===== src/rtl/axi4s_arb_pkg.sv =====
// Shared types and the round-robin pick helper
// for the packet-level stream arbiter.
package axi4s_arb_pkg;

  typedef enum logic {ARB, PASS} arb_state_t;

  localparam int MAX_N = 16;
  localparam int MAX_W = 4;

  typedef struct packed {
    logic             found;
    logic [MAX_W-1:0] idx;
  } rr_pick_t;

  // First set bit of req searching upward from last+1, wrapping at n.
  function automatic rr_pick_t rr_pick(
    input logic [MAX_N-1:0] req,
    input logic [MAX_W-1:0] last,
    input int               n
  );
    rr_pick_t r;
    int       k;
    r = '0;
    for (int i = 1; i <= MAX_N; i++) begin
      k = int'(last) + i;
      if (k >= n) k = k - n;
      if (i <= n && !r.found && req[k[MAX_W-1:0]]) begin
        r.found = 1'b1;
        r.idx   = k[MAX_W-1:0];
      end
    end
    return r;
  endfunction

endpackage


===== src/rtl/axi4s_rr_arbiter.sv =====
// Combinational round-robin pick with a registered
// last-winner pointer; reusable by other stream muxes.
module axi4s_rr_arbiter
  import axi4s_arb_pkg::*;
#(
  parameter int N     = 4,
  parameter int IDX_W = $clog2(N)
) (
  input  logic             clk,
  input  logic             rst_n,
  input  logic [N-1:0]     i_req,
  input  logic             i_update,
  input  logic [IDX_W-1:0] i_grant,
  output logic             o_found,
  output logic [IDX_W-1:0] o_idx
);

  logic [IDX_W-1:0] r_last;
  rr_pick_t         w_pick;
  logic             w_unused;

  // Reset to N-1 so input 0 is first in line.
  always_ff @(posedge clk or negedge rst_n) begin
    if (!rst_n) begin
      r_last <= IDX_W'(N - 1);
    end else if (i_update) begin
      r_last <= i_grant;
    end
  end

  assign w_pick   = rr_pick(MAX_N'(i_req), MAX_W'(r_last), N);
  assign o_found  = w_pick.found;
  assign o_idx    = w_pick.idx[IDX_W-1:0];
  assign w_unused = ^w_pick.idx;

endmodule


===== src/rtl/axi4s_width_conv_arb.sv =====
// Packet-level round-robin arbiter in front of a shared
// AXI4-Stream width converter; tdest carries the source index.
module axi4s_width_conv_arb
  import axi4s_arb_pkg::*;
#(
  parameter int NUM_INPUTS = 4,
  parameter int DATA_WIDTH = 64,
  parameter int IDX_W      = $clog2(NUM_INPUTS)
) (
  input  logic                              clk,
  input  logic                              rst_n,
  input  logic [NUM_INPUTS-1:0]             cfg_enable,
  input  logic [NUM_INPUTS*DATA_WIDTH-1:0]  s_tdata,
  input  logic [NUM_INPUTS*DATA_WIDTH/8-1:0] s_tkeep,
  input  logic [NUM_INPUTS-1:0]             s_tlast,
  input  logic [NUM_INPUTS-1:0]             s_tvalid,
  output logic [NUM_INPUTS-1:0]             s_tready,
  output logic [DATA_WIDTH-1:0]             m_tdata,
  output logic [DATA_WIDTH/8-1:0]           m_tkeep,
  output logic                              m_tlast,
  output logic [IDX_W-1:0]                  m_tdest,
  output logic                              m_tvalid,
  input  logic                              m_tready,
  output logic                              busy
);

  localparam int KW = DATA_WIDTH / 8;

  arb_state_t       r_state;
  arb_state_t       w_state_nxt;
  logic [IDX_W-1:0] r_grant;
  logic [IDX_W-1:0] w_pick_idx;
  logic             w_found;
  logic             w_load_en;
  logic             w_accept;
  logic             w_acc_last;

  logic                  w_sel_valid;
  logic                  w_sel_last;
  logic [DATA_WIDTH-1:0] w_sel_data;
  logic [KW-1:0]         w_sel_keep;

  logic [DATA_WIDTH-1:0] r_tdata;
  logic [KW-1:0]         r_tkeep;
  logic                  r_tlast;
  logic [IDX_W-1:0]      r_tdest;
  logic                  r_tvalid;

  axi4s_rr_arbiter #(
    .N     (NUM_INPUTS),
    .IDX_W (IDX_W)
  ) u_rr (
    .clk      (clk),
    .rst_n    (rst_n),
    .i_req    (s_tvalid & cfg_enable),
    .i_update (w_acc_last),
    .i_grant  (r_grant),
    .o_found  (w_found),
    .o_idx    (w_pick_idx)
  );

  assign w_load_en = !r_tvalid | m_tready;

  always_comb begin
    w_sel_valid = 1'b0;
    w_sel_last  = 1'b0;
    w_sel_data  = '0;
    w_sel_keep  = '0;
    for (int k = 0; k < NUM_INPUTS; k++) begin
      if (r_grant == IDX_W'(k)) begin
        w_sel_valid = s_tvalid[k];
        w_sel_last  = s_tlast[k];
        w_sel_data  = s_tdata[k*DATA_WIDTH +: DATA_WIDTH];
        w_sel_keep  = s_tkeep[k*KW +: KW];
      end
    end
  end

  always_comb begin
    w_state_nxt = r_state;
    s_tready    = '0;
    w_accept    = 1'b0;
    unique case (r_state)
      ARB: begin
        if (w_found) w_state_nxt = PASS;
      end
      PASS: begin
        for (int k = 0; k < NUM_INPUTS; k++) begin
          s_tready[k] = w_load_en && (r_grant == IDX_W'(k));
        end
        w_accept = w_load_en & w_sel_valid;
        if (w_accept && w_sel_last) w_state_nxt = ARB;
      end
    endcase
  end

  assign w_acc_last = w_accept & w_sel_last;

  always_ff @(posedge clk or negedge rst_n) begin
    if (!rst_n) begin
      r_state <= ARB;
      r_grant <= '0;
    end else begin
      r_state <= w_state_nxt;
      if (r_state == ARB && w_found) r_grant <= w_pick_idx;
    end
  end

  // Single output stage; holds steady under backpressure.
  always_ff @(posedge clk or negedge rst_n) begin
    if (!rst_n) begin
      r_tdata  <= '0;
      r_tkeep  <= '0;
      r_tlast  <= 1'b0;
      r_tdest  <= '0;
      r_tvalid <= 1'b0;
    end else if (w_accept) begin
      r_tdata  <= w_sel_data;
      r_tkeep  <= w_sel_keep;
      r_tlast  <= w_sel_last;
      r_tdest  <= r_grant;
      r_tvalid <= 1'b1;
    end else if (w_load_en) begin
      r_tvalid <= 1'b0;
    end
  end

  assign m_tdata  = r_tdata;
  assign m_tkeep  = r_tkeep;
  assign m_tlast  = r_tlast;
  assign m_tdest  = r_tdest;
  assign m_tvalid = r_tvalid;
  assign busy     = (r_state == PASS) | r_tvalid;

endmodule

===== config.mk =====
export PLATFORM = sky130hd
export DESIGN_NAME = axi4s_width_conv_arb
export DESIGN_NICKNAME = d
export VERILOG_FILES = /design/src/rtl/axi4s_arb_pkg.sv /design/src/rtl/axi4s_rr_arbiter.sv /design/src/rtl/axi4s_width_conv_arb.sv
export SDC_FILE = /design/constraint.sdc
export NUM_CORES = 1
export LEC_CHECK = 0
export ABC_AREA = 1
export BUFFER_PORTS_ARGS = -buffer_cell sky130_fd_sc_hd__buf_4
export CAP_MARGIN = 10
export CORE_AREA = 2 2 151 153
export DETAILED_ROUTE_END_ITERATION = 12
export DIE_AREA = 0 0 153 155
export PLACE_DENSITY = 0.52
export SYNTH_ARGS = -nofsm -noshare
export SYNTH_HDL_FRONTEND = slang
export SYNTH_SLANG_ARGS = --single-unit

===== constraint.sdc =====
create_clock -name clk -period 2.7 [get_ports clk]
set_clock_uncertainty 0.15 [all_clocks]
set_input_delay 0.405 -clock clk [delete_from_list [all_inputs] [get_ports clk]]
set_output_delay 0.405 -clock clk [all_outputs]
set_load 0.02 [all_outputs]

Yosys cells after proc, flatten, opt, wreduce, memory -nomap -nowiden
Index checks and enable logic that the tools add are counted.
- $add $sub $neg: 8
- $lt $le $gt $ge: 8
- eq/ne operators: 3
- muxes and demuxes: 39
- bitwise logic cells: 6
- reductions and logical operators: 15
- operator list (cell ; number):
    $mux W64 ; 4
    $ge A32 B4 Y1 const B ; 4
    $mux W8 ; 4
    $lt A4 B5 Y1 const B ; 4
    $mux W4 ; 5
    $mux W5 ; 4
    $mux W1 ; 17
    $bmux W1 S4 ; 4
    $sub A4 B4 Y4 const B ; 4
    $logic_and A1 B1 Y1 ; 9
    $add A2 B2 Y3 const B ; 2
    $add A2 B3 Y4 const B ; 1
    $and A4 B4 Y4 ; 1
    $eq A2 B2 Y1 const B ; 2
    $logic_not A1 Y1 ; 4
    $add A2 B1 Y3 const B ; 1
    $and A1 B1 Y1 ; 2
    $eq A2 B1 Y1 const B ; 1
    $logic_not A2 Y1 ; 1
    $or A1 B1 Y1 ; 2
    $pmux W1 S2 ; 1
    $reduce_bool A2 Y1 ; 1
    $not A1 Y1 ; 1
- bits in registers: 81
- bits of input ports: 303
- logic and storage cells: 87

Longest topological paths before layout
Gate-level depths: netlist (run 1).
- word-level depth: 17
- gate-level depth with buffers: 12

Hierarchy
Synthesis (run 1) repeated with hierarchy kept, for this count alone.
- cells, all modules: 832
- area, all modules: 5356.4 um2
- modules (own cells, without submodules) (module ; times used ; cells an instance ; area an instance (um2) ; seq. area each (um2)):
    axi4s_width_conv_arb ; 1 ; 770 ; 4984.8 ; 1976.9
    axi4s_rr_arbiter ; 1 ; 62 ; 371.6 ; 52.6

Least setup slack after synthesis (run 1)
No wires, ideal clock.
- path kind: flip-flop to output port
- start: register r_grant[1]
- end: output port s_tready[2]
- data arrival time: 1.372 ns
- data required time: 2.145 ns
- setup slack: 0.773 ns
- stages on the path, launching flop included: 6
- path through: dfrtp_1 -> buf_4 -> inv_4 -> buf_2 -> buf_2 -> nor3_1
- word-level cells in the longest chain between the ends: 3
- RTL lines (element ; RTL line ; source):
    start: declaration ; axi4s_width_conv_arb.sv:31 ; logic [IDX_W-1:0] r_grant;
    start signal: assignment ; axi4s_width_conv_arb.sv:105 ; if (r_state == ARB && w_found) r_grant <= w_pick_idx;
    $eq A2 B2 Y1 ; axi4s_width_conv_arb.sv:89 ; s_tready[k] = w_load_en && (r_grant == IDX_W'(k));
    $logic_and A1 B1 Y1 ; axi4s_width_conv_arb.sv:89 ;
    $mux W4 ; axi4s_width_conv_arb.sv:83 ; unique case (r_state)
    end: declaration ; axi4s_width_conv_arb.sv:17 ; output logic [NUM_INPUTS-1:0] s_tready,
Every way passes these cells.

Final worst setup path (run 1)
Ends and elaborated chain as after synthesis.

==> key figures, run 1 <==
Run status
  • Status: finished clean

STA
  • Setup TNS: 0 ns
  • Max_slew headroom: 0.583
  • Slew Limit Fails: 0
  • Setup ws final: approximately 0.25 ns
  • Slew @ Worst Pin: 0.626 ns
  • RSZ-0062 raised after global routing: false
  • Tmin final: around 2.4 ns
  • Number of setup violations in the final report: 0
  • Final Hold Fails: 0
  • Final period util: 0.907
  • Hold slack: approximately 0.13 ns
  • Fmax achieved: 408 MHz

Synth
  • Post-Syn Nets: about 1,100
  • Post-synth top area share: 0.378
  • FFs w/ async S/R, synth: 1.00
  • Synth top area cells: dfrtp_1, nand2_1, nand3_1, o21ai_0, o21ai_2
  • YS warnings: 0
  • Leading area contributor after synthesis: dfrtp_1
  • Post-synthesis cell type count: 23
  • Share of the yosys chip area belonging to registers: 0.388
  • Mean Syn Cell Area: approximately 7 um^2
  • Syn Std Cell Area: 5230 um^2
  • FF+latch count, synth: 81
  • Synth Flop Type: dfrtp_1
  • Post-synth EDFFs: 0
  • Post-synthesis cell count: 749

Floorplan
  • Core Footprint: 22,200 um^2
  • IO Count: between 300 and 400
  • Die Width: about 150 um
  • # rows: between 50 and 60
  • Die area: ~24,000 um^2
  • Initial Util: 0.235
  • Die height: between 150 and 200 um

Critical path
  • CP Max Fanout: 34
  • Startpoint types: flop
  • Worst Setup Path Type: reg -> out
  • WP data arrival: about 1.9 ns
  • Worst setup EP type: output port
  • Critical path required time: 2.14 ns

GRT
  • Initial antenna violation count: 0
  • First-pass GRT wire length: about 36,000 um
  • Pin count of the biggest net entering global routing: between 70 and 80
  • Grt ovf: 0
  • Number of global-route vias before repair: 6,364
  • Gr usage total: 0.189

Placement
  • Cell Area, Placed: 8310 um^2
  • Gpl congestion: just over 0.8
  • Port Buffers: 383
  • HPWL after DPL: approximately 18,000 um
  • Dpl ws: 0.605 ns

Power and ir drop
  • PwrDens: roughly 1100 nW/um^2
  • Switching part of the total: 0.488
  • Pleak: approximately 4.4 nW
  • Internal Power: about 0.0048 W
  • Comb pwr share: 0.630
  • Peak supply drop: around 0.00054 V
  • Clock power frac: 0.135
  • Flop pwr share: 0.235
  • Sw Pwr: between 0.004 and 0.005 W

Drt
  • 1st-pass router iterations: 5
  • Drt wl/cell: about 17 um
  • DRC Markers: 0
  • Routed Antenna Nets: 0
  • Final WL: roughly 23,000 um
  • 1st-iter DRT viols: roughly 490
  • DR vias/cell: 4.68
  • Via count: 6,518

Clocking
  • Htree depth: 3
  • Number of hold buffers added after CTS: 1
  • CTS tree: done
  • Sink Count: roughly 80
  • Clock Path Buffers: 2
  • CTS clock-pin slew for the worst setup and hold paths: about 0.060 ns
  • CTS buffer count: 9
  • Clk root buf: clkbuf_16
  • Worst-Skew Late Latency: 0.34 ns
  • Post-CTS setup buffers: 0
  • Post_cts resized: 0

Finish
  • Fill count: 2,388
  • Share of layout cells above drive strength 1: 0.411
  • Finished Cell Area: between 8000 and 9000 um^2
  • Antenna cells: 0
  • Nets: 1,410
  • Area Overhead vs Synth: 64.9%

Min path
  • Worst Hold Class: in -> reg

Job
  • MaxCap Viol Count: 0
-- path summary, 6_finish.rpt --
check / start / end / slack [ns] / depth (start not counted)
max: r_grant[1]$_DFFE_PN0P_ / s_tready[2] / 0.25 / 4
min: m_tready / m_tvalid$_DFFE_PN0P_ / 0.13 / 2
max reg2reg: u_rr.r_last[0]$_DFFE_PN1P_ / r_grant[0]$_DFFE_PN0P_ / 0.61 / 10
min reg2reg: m_tdata[12]$_DFFE_PN0P_ / m_tdata[12]$_DFFE_PN0P_ / 0.33 / 2
max in group asynchronous: rst_n / m_tkeep[2]$_DFFE_PN0P_ / 1.46 / 3
min in group asynchronous: rst_n / m_tdata[24]$_DFFE_PN0P_ / 0.28 / 2
-- state kept, by name, summed over array words and instances, names as in the netlist --
| signal | count |
|---|---|
| u_rr.r_last | 2 |
| m_tdest | 2 |
| m_tkeep | 8 |
| m_tvalid | 1 |
| m_tdata | 64 |
| m_tlast | 1 |
| r_state | 1 |
| r_grant | 2 |
-- per-stage QoR --
stage	utilization	instances	power, W
global route	0.388	1394	0.0102
floorplan	-	749	0.00602
detailed placement	0.374	1377	0.00819
finish	0.388	1394	0.00936
global placement	0.374	1377	0.00817
CTS	0.388	1394	0.00951
-- cells in the mapped netlist, types with 4 or more instances --
library cell and number:
o21ai_2 26, nand4_1 5, nand3_1 132, inv_2 4
clkbuf_1 15, o21ai_0 109, nand2_1 261, buf_6 12
nor2_1 9, inv_1 10, buf_2 24, buf_4 5
a21oi_1 41, dfrtp_1 79
-- routing by layer --
metal	track usage	vias to the layer above	routed length [um]
met4	0.0622	0	532
met3	0.0348	32	1260
met2	0.335	237	11700
met1	0.234	3014	9760
met5	0	-	0
li1	-	3235	-
-- power by group through the flow --
stage,registers [W],clock network [W],logic [W]
detailed placement,0.00222,0,0.00598
CTS,0.00221,0.00131,0.00600
floorplan,0.00276,0,0.00326
global placement,0.00221,0,0.00596
finish,0.00220,0.00126,0.00589
global route,0.00228,0.00135,0.00657
-- critical path, stage by stage (launching register included) --
cell     delay [ns]
dfrtp_2        0.54
inv_4          0.23
buf_4          0.46
nor3_1         0.12
buf_4          0.18
-- cell usage in the layout (no fill, tap or decap), types with 5 or more instances in the layout --
master     synthesis  layout
dfrtp_1           79      77
buf_4              5     395
a21oi_1           41      41
nor2_1             9       8
o21ai_0          109     109
o21ai_2           26      26
buf_12             0       5
nand4_1            5       5
inv_1             10       9
clkbuf_16          0       9
nand2_1          261     260
nand3_1          132     132
-- cell type report --
class / instances / area, um^2 / share of cell area
repair buffers: 401 / 3080 / 0.357
multi-input cells: 596 / 2790 / 0.324
flip-flops and latches: 81 / 2030 / 0.236
well taps: 285 / 357 / 0.0414
clock buffers: 11 / 243 / 0.0282
inverters: 15 / 61.3 / 0.00711
clock inverters: 5 / 55.1 / 0.00639
-- kinds of logic (layout without fill, tap and decap cells) --
logic type | Yosys count | in the layout | synth area share
compound gates | 180 | 180 | 0.192
buf+inv | 72 | 432 | 0.0790
simple gates | 413 | 413 | 0.334
flops | 81 | 81 | 0.388
fa+ha+maj | 3 | 3 | 0.00718
Power figures use the tool's default switching activity.
==> run 2: changes to the inputs <==
--- a/config.mk
+++ b/config.mk
@@ -11,7 +11,6 @@
 export CORE_AREA = 2 2 151 153
 export DETAILED_ROUTE_END_ITERATION = 12
 export DIE_AREA = 0 0 153 155
-export PLACE_DENSITY = 0.52
 export SYNTH_ARGS = -nofsm -noshare
 export SYNTH_HDL_FRONTEND = slang
 export SYNTH_SLANG_ARGS = --single-unit
==> key figures, run 2 (synthesized netlist as in run 1, its figures left out) <==
GRT
  • Pin count of the biggest net entering global routing: 71 (-4.1%)
  • Gr usage total: 0.182 (-0.00760)
  • Initial antenna violation count: 0 (unchanged)
  • Grt ovf: 0 (unchanged)
  • First-pass GRT wire length: 34,400 um (-3.3%)
  • Number of global-route vias before repair: 6,472 (+1.7%)

STA
  • RSZ-0062 raised after global routing: false
  • Setup ws final: 0.408 ns (+0.156 ns)
  • Slew Limit Fails: 0 (unchanged)
  • Fmax achieved: 436 MHz (+6.8%)
  • Slew @ Worst Pin: 0.668 ns (+0.0419 ns)
  • Final Hold Fails: 0 (unchanged)
  • Setup TNS: 0 ns (unchanged)
  • Number of setup violations in the final report: 0 (unchanged)
  • Max_slew headroom: 0.555 (-0.0279)
  • Final period util: 0.849 (-0.0580)
  • Tmin final: 2.29 ns (-0.156 ns)

Clocking
  • Htree depth: 3 (unchanged)
  • Sink Count: 81 (unchanged)
  • Clk root buf: clkbuf_16
  • CTS buffer count: 9 (unchanged)
  • Worst-Skew Late Latency: 0.34 ns (about the same)
  • Post-CTS setup buffers: 0 (unchanged)
  • CTS clock-pin slew for the worst setup and hold paths: 0.06 ns (about the same)
  • Clock Path Buffers: 2 (unchanged)
  • CTS tree: done

Drt
  • 1st-iter DRT viols: 496 (+1.0%)
  • DR vias/cell: 4.70 (+0.49%)
  • 1st-pass router iterations: 5 (unchanged)
  • Drt wl/cell: 15.9 um (-4.5%)
  • Final WL: 22,200 um (-4.5%)
  • DRC Markers: 0 (unchanged)
  • Via count: 6,545 (+0.41%)
  • Routed Antenna Nets: 0 (unchanged)

Critical path
  • CP Max Fanout: 25 (-26%)
  • Worst Setup Path Type: reg -> out
  • Slowest cell delay on critical path: 0.43 ns (-0.11 ns)
  • RR Startpoint: r_grant[1]$_DFFE_PN0P_
  • Critical Path Source: r_grant[1]$_DFFE_PN0P_
  • Worst R2R End: r_state$_DFF_PN0_
  • Most used cell, CP: buf_4
  • Critical path required time: 2.14 ns (about the same)
  • Flop-to-flop setup slack: 0.53 ns (-0.08 ns)
  • Startpoint types: flop
  • Worst R2R Path Depth: 9 (-1)
  • Top delay family on crit path: buffers and inverters
  • Crit-path cells: buf_4, inv_4, buf_4, nor3_1, buf_4
  • Critical path's slowest cell: dfrtp_2
  • Buf/Inv on CP: 4 (+1)
  • WP data arrival: 1.74 ns (-0.15 ns)
  • Critical path depth: 5 (+1)
  • Worst setup EP type: output port

Finish
  • Largest register FFs: 64 (unchanged)
  • Nets: 1,410 (unchanged)
  • Commonest non-fill, non-tap cell in the layout: buf_4
  • Final core utilization: 0.387 (-0.00107)
  • Antenna cells: 0 (unchanged)
  • Share of layout cells above drive strength 1: 0.411 (-0.000531)
  • Area Overhead vs Synth: 64.4%
  • Most frequent cells in the layout: buf_4, nand2_1, nand3_1

Placement
  • Dpl ws: 0.534 ns (-0.0703 ns)
  • HPWL after DPL: 17,100 um (-3.3%)
  • Port Buffers: 383 (unchanged)
  • Gpl congestion: 0.869 (+4.6%)

Floorplan
  • # rows: 55 (unchanged)
  • Die area: 23,700 um^2 (unchanged)
  • IO Count: 384 (unchanged)
  • Initial Util: 0.235 (unchanged)
  • Die Width: 153 um (unchanged)
  • Die height: 155 um (unchanged)
  • Core Footprint: 22,200 um^2 (unchanged)

Min path
  • Worst Hold Class: in -> reg
  • Hold depth: 2 (unchanged)
  • Hold path start: m_tready
  • Hold Path Sink: m_tvalid$_DFFE_PN0P_

Power and ir drop
  • Peak supply drop: 0.000581 V (+8.2%)
  • PwrDens: 1080 nW/um^2 (-0.63%)
  • Total power: 0.00927 W (-0.91%)
  • Pleak: 4.34 nW (-0.40%)

Job
  • MaxCap Viol Count: 0 (unchanged)

Run status
  • Status: finished clean
-- run 2: changes by cell type in the layout (fill, tap and decap cells not counted) --
| cell | delta |
|---|---|
| buf_4 | +1 |
| clkinvlp_4 | +1 |
| buf_12 | -1 |
| clkinv_2 | -1 |
| clkbuf_8 | -1 |
-- run 2: worst max path at each step --
stage | endpoint
after CTS | s_tready[2]
after floorplan | s_tready[2]
final | s_tready[2]
after detailed placement | r_state$_DFF_PN0_
after global placement | u_rr.r_last[0]$_DFFE_PN1P_
after global routing | s_tready[2]
-- run 2: metrics by stage --
stage	std cells	hold slack [ns]	area, um^2
after global placement	1377	0.280	8300
after global routing	1393	0.102	8590
after CTS	1393	0.0901	8590
after detailed placement	1377	0.278	8300
final	1393	0.105	8590
after floorplan	749	-0.0406	5230
-- run 2: timing repair --
item,in CTS,in global routing
hold buffers,1,0
gates resized for setup,0,0
hold endpoints to repair,40,0
-- run 2: power breakdown --
group          internal (W)  switching, W
combinational       0.00222       0.00369
clock              0.000710      0.000506
sequential          0.00182      0.000327
-- run 2: layout make-up --
| cell class | count | area, um^2 |
|---|---|---|
| flip-flops and latches | 81 | 2030 |
| fillers | 2357 | 13600 |
| multi-input cells | 596 | 2790 |
| clock inverters | 5 | 57.6 |
| well taps | 285 | 357 |
| clock buffers | 10 | 229 |
| repair buffers | 401 | 3060 |
| inverters | 15 | 61.3 |
-- run 2: routing by layer --
layer,vias to the layer above,wire (um),share of wire,global-route usage
met2,277,10800,0.49,0.308
met5,-,0,0,0
met3,43,1390,0.063,0.0357
met1,2995,9300,0.42,0.229
li1,3230,-,-,-
met4,0,639,0.029,0.0714
==> run 3: changes to the inputs <==
--- a/config.mk
+++ b/config.mk
@@ -5,12 +5,12 @@
 export SDC_FILE = /design/constraint.sdc
 export NUM_CORES = 1
 export LEC_CHECK = 0
-export ABC_AREA = 1
+export ABC_AREA = 0
 export BUFFER_PORTS_ARGS = -buffer_cell sky130_fd_sc_hd__buf_4
 export CAP_MARGIN = 10
-export CORE_AREA = 2 2 151 153
+export CORE_AREA = 2 2 148 150
 export DETAILED_ROUTE_END_ITERATION = 12
-export DIE_AREA = 0 0 153 155
+export DIE_AREA = 0 0 150 152
 export SYNTH_ARGS = -nofsm -noshare
 export SYNTH_HDL_FRONTEND = slang
 export SYNTH_SLANG_ARGS = --single-unit
==> constraint.sdc (replaced) <==
create_clock -name clk -period 1.9 [get_ports clk]
set_clock_uncertainty 0.15 [all_clocks]
set_input_delay 0.285 -clock clk [delete_from_list [all_inputs] [get_ports clk]]
set_output_delay 0.285 -clock clk [all_outputs]
set_load 0.02 [all_outputs]
==> key figures, run 3 <==
Finish
  • Share of layout cells above drive strength 1: 0.827 (+0.416)
  • Nets: 1,051 (-25%)
  • Fill count: 2,045 (-13%)
  • Most frequent cells in the layout: buf_4, dfrtp_1, mux4_2
  • Antenna cells: 0 (unchanged)
  • Area Overhead vs Synth: 85.6%
  • Commonest non-fill, non-tap cell in the layout: buf_4
  • Largest register FFs: 64 (unchanged)
  • Final core utilization: 0.445 (+0.0587)

Job
  • MaxCap Viol Count: 0 (unchanged)

STA
  • Max_slew headroom: 0.720 (+0.165)
  • Final Hold Fails: 0 (unchanged)
  • Slew Limit Fails: 0 (unchanged)
  • Fmax achieved: 500 MHz
  • Final period util: 1.05
  • Setup ws final: -0.100 ns (-0.508 ns)
  • Hold slack: 0.132 ns (+0.0272 ns)
  • Slew @ Worst Pin: 0.421 ns (-0.247 ns)
  • Number of setup violations in the final report: 74 (+74)
  • RSZ-0062 raised after global routing: true
  • Tmin final: 2.00 ns

Floorplan
  • Die height: 152 um (-1.9%)
  • Die Width: 150 um (-2.0%)
  • IO Count: 384 (unchanged)
  • Die area: 22,800 um^2 (-3.9%)
  • Initial Util: 0.240 (+0.00485)
  • Core Footprint: 21,400 um^2 (-3.9%)
  • # rows: 54 (-1.8%)

Synth
  • FFs w/ async S/R, synth: 1.00 (unchanged)
  • Post-synth top cells: dfrtp_1, mux4_2, mux2_2, nand2_1, mux2_1
  • Post-synthesis cell count: 329 (-56%)
  • Synth Flop Type: dfrtp_1
  • Main combinational cell family by area after synthesis: multiplexers
  • Post-synth EDFFs: 0 (unchanged)
  • Adder-Cell Fraction of Synth Area: 0.00733 (+0.000144)
  • Compound-Gate Fraction of Synth Area: 0.0359 (-0.156)
  • Post-synth top area share: 0.386 (+0.00757)
  • Syn Std Cell Area: 5120 um^2 (-2.0%)
  • Post-synthesis cell type count: 40 (+74%)
  • Mux contribution to synthesized area: 0.485 (+0.485)
  • Simple-Gate Fraction of Synth Area: 0.0381 (-0.296)
  • Share of the yosys chip area belonging to registers: 0.396 (+0.00778)
  • Count leader, synth: dfrtp_1
  • YS warnings: 0 (unchanged)
  • FF+latch count, synth: 81 (unchanged)
  • Leading area contributor after synthesis: dfrtp_1
  • Synth top area cells: dfrtp_1, mux4_2, mux2_2, mux2_1, nand2_1
  • XOR/XNOR share of the synthesized area: 0 (unchanged)
  • Post-Syn Nets: 635 (-40%)
  • Mean Syn Cell Area: 15.6 um^2 (+120%)

Power and ir drop
  • Peak supply drop: 0.000774 V (+33%)
  • PwrDens: 1650 nW/um^2 (+53%)
  • Pleak: 4.53 nW (+4.4%)

Critical path
  • Critical path required time: 1.97 ns (-0.17 ns)
  • CP Max Fanout: 9 (-64%)
  • WP data arrival: 2.07 ns (+0.33 ns)
  • Startpoint types: flop
  • Worst Setup Path Type: reg -> reg
  • Worst setup EP type: flop

Drt
  • Final WL: 20,200 um (-9.1%)
  • Routed Antenna Nets: 0 (unchanged)
  • DRC Markers: 0 (unchanged)
  • 1st-pass router iterations: 4 (-1)
  • 1st-iter DRT viols: 152 (-69%)
  • Via count: 4,795 (-27%)
  • DR vias/cell: 4.66 (-0.92%)
  • Drt wl/cell: 19.6 um (+23%)

Clocking
  • Sink Count: 81 (unchanged)
  • CTS tree: done
  • Clock Path Buffers: 2 (unchanged)
  • Worst-Skew Late Latency: 0.34 ns (about the same)
  • Clk root buf: clkbuf_16
  • CTS buffer count: 9 (unchanged)
  • Htree depth: 3 (unchanged)
  • CTS clock-pin slew for the worst setup and hold paths: 0.06 ns (about the same)

Placement
  • Port Buffers: 383 (unchanged)
  • Gpl congestion: 0.824 (-5.2%)
  • HPWL after DPL: 15,300 um (-11%)

GRT
  • First-pass GRT wire length: 28,400 um (-17%)
  • Pin count of the biggest net entering global routing: 42 (-41%)
  • Gr usage total: 0.163 (-0.0191)
  • Number of global-route vias before repair: 5,145 (-21%)
  • Grt ovf: 0 (unchanged)
  • Initial antenna violation count: 0 (unchanged)

Min path
  • Worst Hold Class: in -> reg

Run status
  • Status: finished, violations left
  • Failing checks: setup timing
run 3: cell types whose count changed in the layout (fill, tap and decap cells not counted), sizes merged, moves of 8 or more:
| cell | change |
|---|---|
| mux4 | +74 |
| buf | +26 |
| nor2 | -8 |
| nand2 | -246 |
| o21ai | -130 |
| nand3 | -124 |
| inv | -10 |
| a21oi | -41 |
| mux2 | +72 |
run 3: layout make-up:
type	instances	area, um^2	share of cell area
Clock buffer	11	253	0.0266
Clock inverter	5	38.8	0.00408
Inverter	4	17.5	0.00184
Multi-Input combinational cell	215	3210	0.338
Sequential cell	81	2040	0.214
Tap cell	280	350	0.0368
Timing Repair Buffer	434	3600	0.378
run 3: final timing paths:
path | slack (ns) | cells past startpoint | start | end
worst max-delay path | -0.10 | 5 | r_grant[1]$_DFFE_PN0P_ | m_tdata[22]$_DFFE_PN0P_
worst min-delay path | 0.13 | 3 | m_tready | m_tvalid$_DFFE_PN0P_
worst max register to register | -0.10 | 5 | r_grant[1]$_DFFE_PN0P_ | m_tdata[22]$_DFFE_PN0P_
worst min register to register | 0.36 | 2 | m_tdest[0]$_DFFE_PN0P_ | m_tdest[0]$_DFFE_PN0P_
max in group asynchronous | 0.79 | 3 | rst_n | u_rr.r_last[0]$_DFFE_PN1P_
min in group asynchronous | 0.23 | 2 | rst_n | m_tdata[62]$_DFFE_PN0P_
run 3: critical path, cell delays in order, from the launching register on:
cell,delay [ns]
dfrtp_4,0.41
mux4_2,0.54
nand3_4,0.13
buf_12,0.16
buf_12,0.14
mux2_2,0.32
run 3: layer usage:
| metal | vias to the layer above | GRT usage | wire [um] |
|---|---|---|---|
| met4 | 0 | 0.0422 | 245 |
| met1 | 2359 | 0.180 | 7420 |
| met3 | 15 | 0.0432 | 1740 |
| met5 | - | 0 | 0 |
| met2 | 256 | 0.304 | 10700 |
| li1 | 2165 | - | - |
run 3: logic make-up after synthesis:
logic type	count (synthesis)
adders and majority gates	3
muxes	147
AOI/OAI and AO/OA	25
DFF	81
buffers and inverters	33
and+or+nand+nor	40
run 3: repair_timing:
action                                 in CTS  in global routing
endpoints found under the hold margin      79                  0
hold buffers                                1                  0
buffers inserted                            6                  2
gates cloned                                2                 11
setup endpoints to repair                  80                 83
gates resized for setup                    15                 55
pin swaps                                   3                  4
run 3: metrics by stage:
| step | cell area (um^2) | setup TNS [ns] | worst slack [ns] | instances | power (W) |
|---|---|---|---|---|---|
| 2_1_floorplan | 5240 | -1.21 | -0.150 | 329 | 0.00910 |
| 3_3_place_gp | 8570 | -3.14 | -0.0886 | 992 | 0.0122 |
| 3_5_place_dp | 8570 | -5.38 | -0.113 | 992 | 0.0122 |
| 4_1_cts | 9040 | -6.00 | -0.117 | 1017 | 0.0145 |
| 5_1_grt | 9510 | -10.45 | -0.154 | 1030 | 0.0166 |
| 6_report | 9510 | -5.66 | -0.100 | 1030 | 0.0157 |
run 3: report_power, final:
group          internal (W)  switching [W]  leakage, nW
sequential          0.00269       0.000596        0.946
combinational       0.00626        0.00448         3.45
clock              0.000962       0.000743        0.130
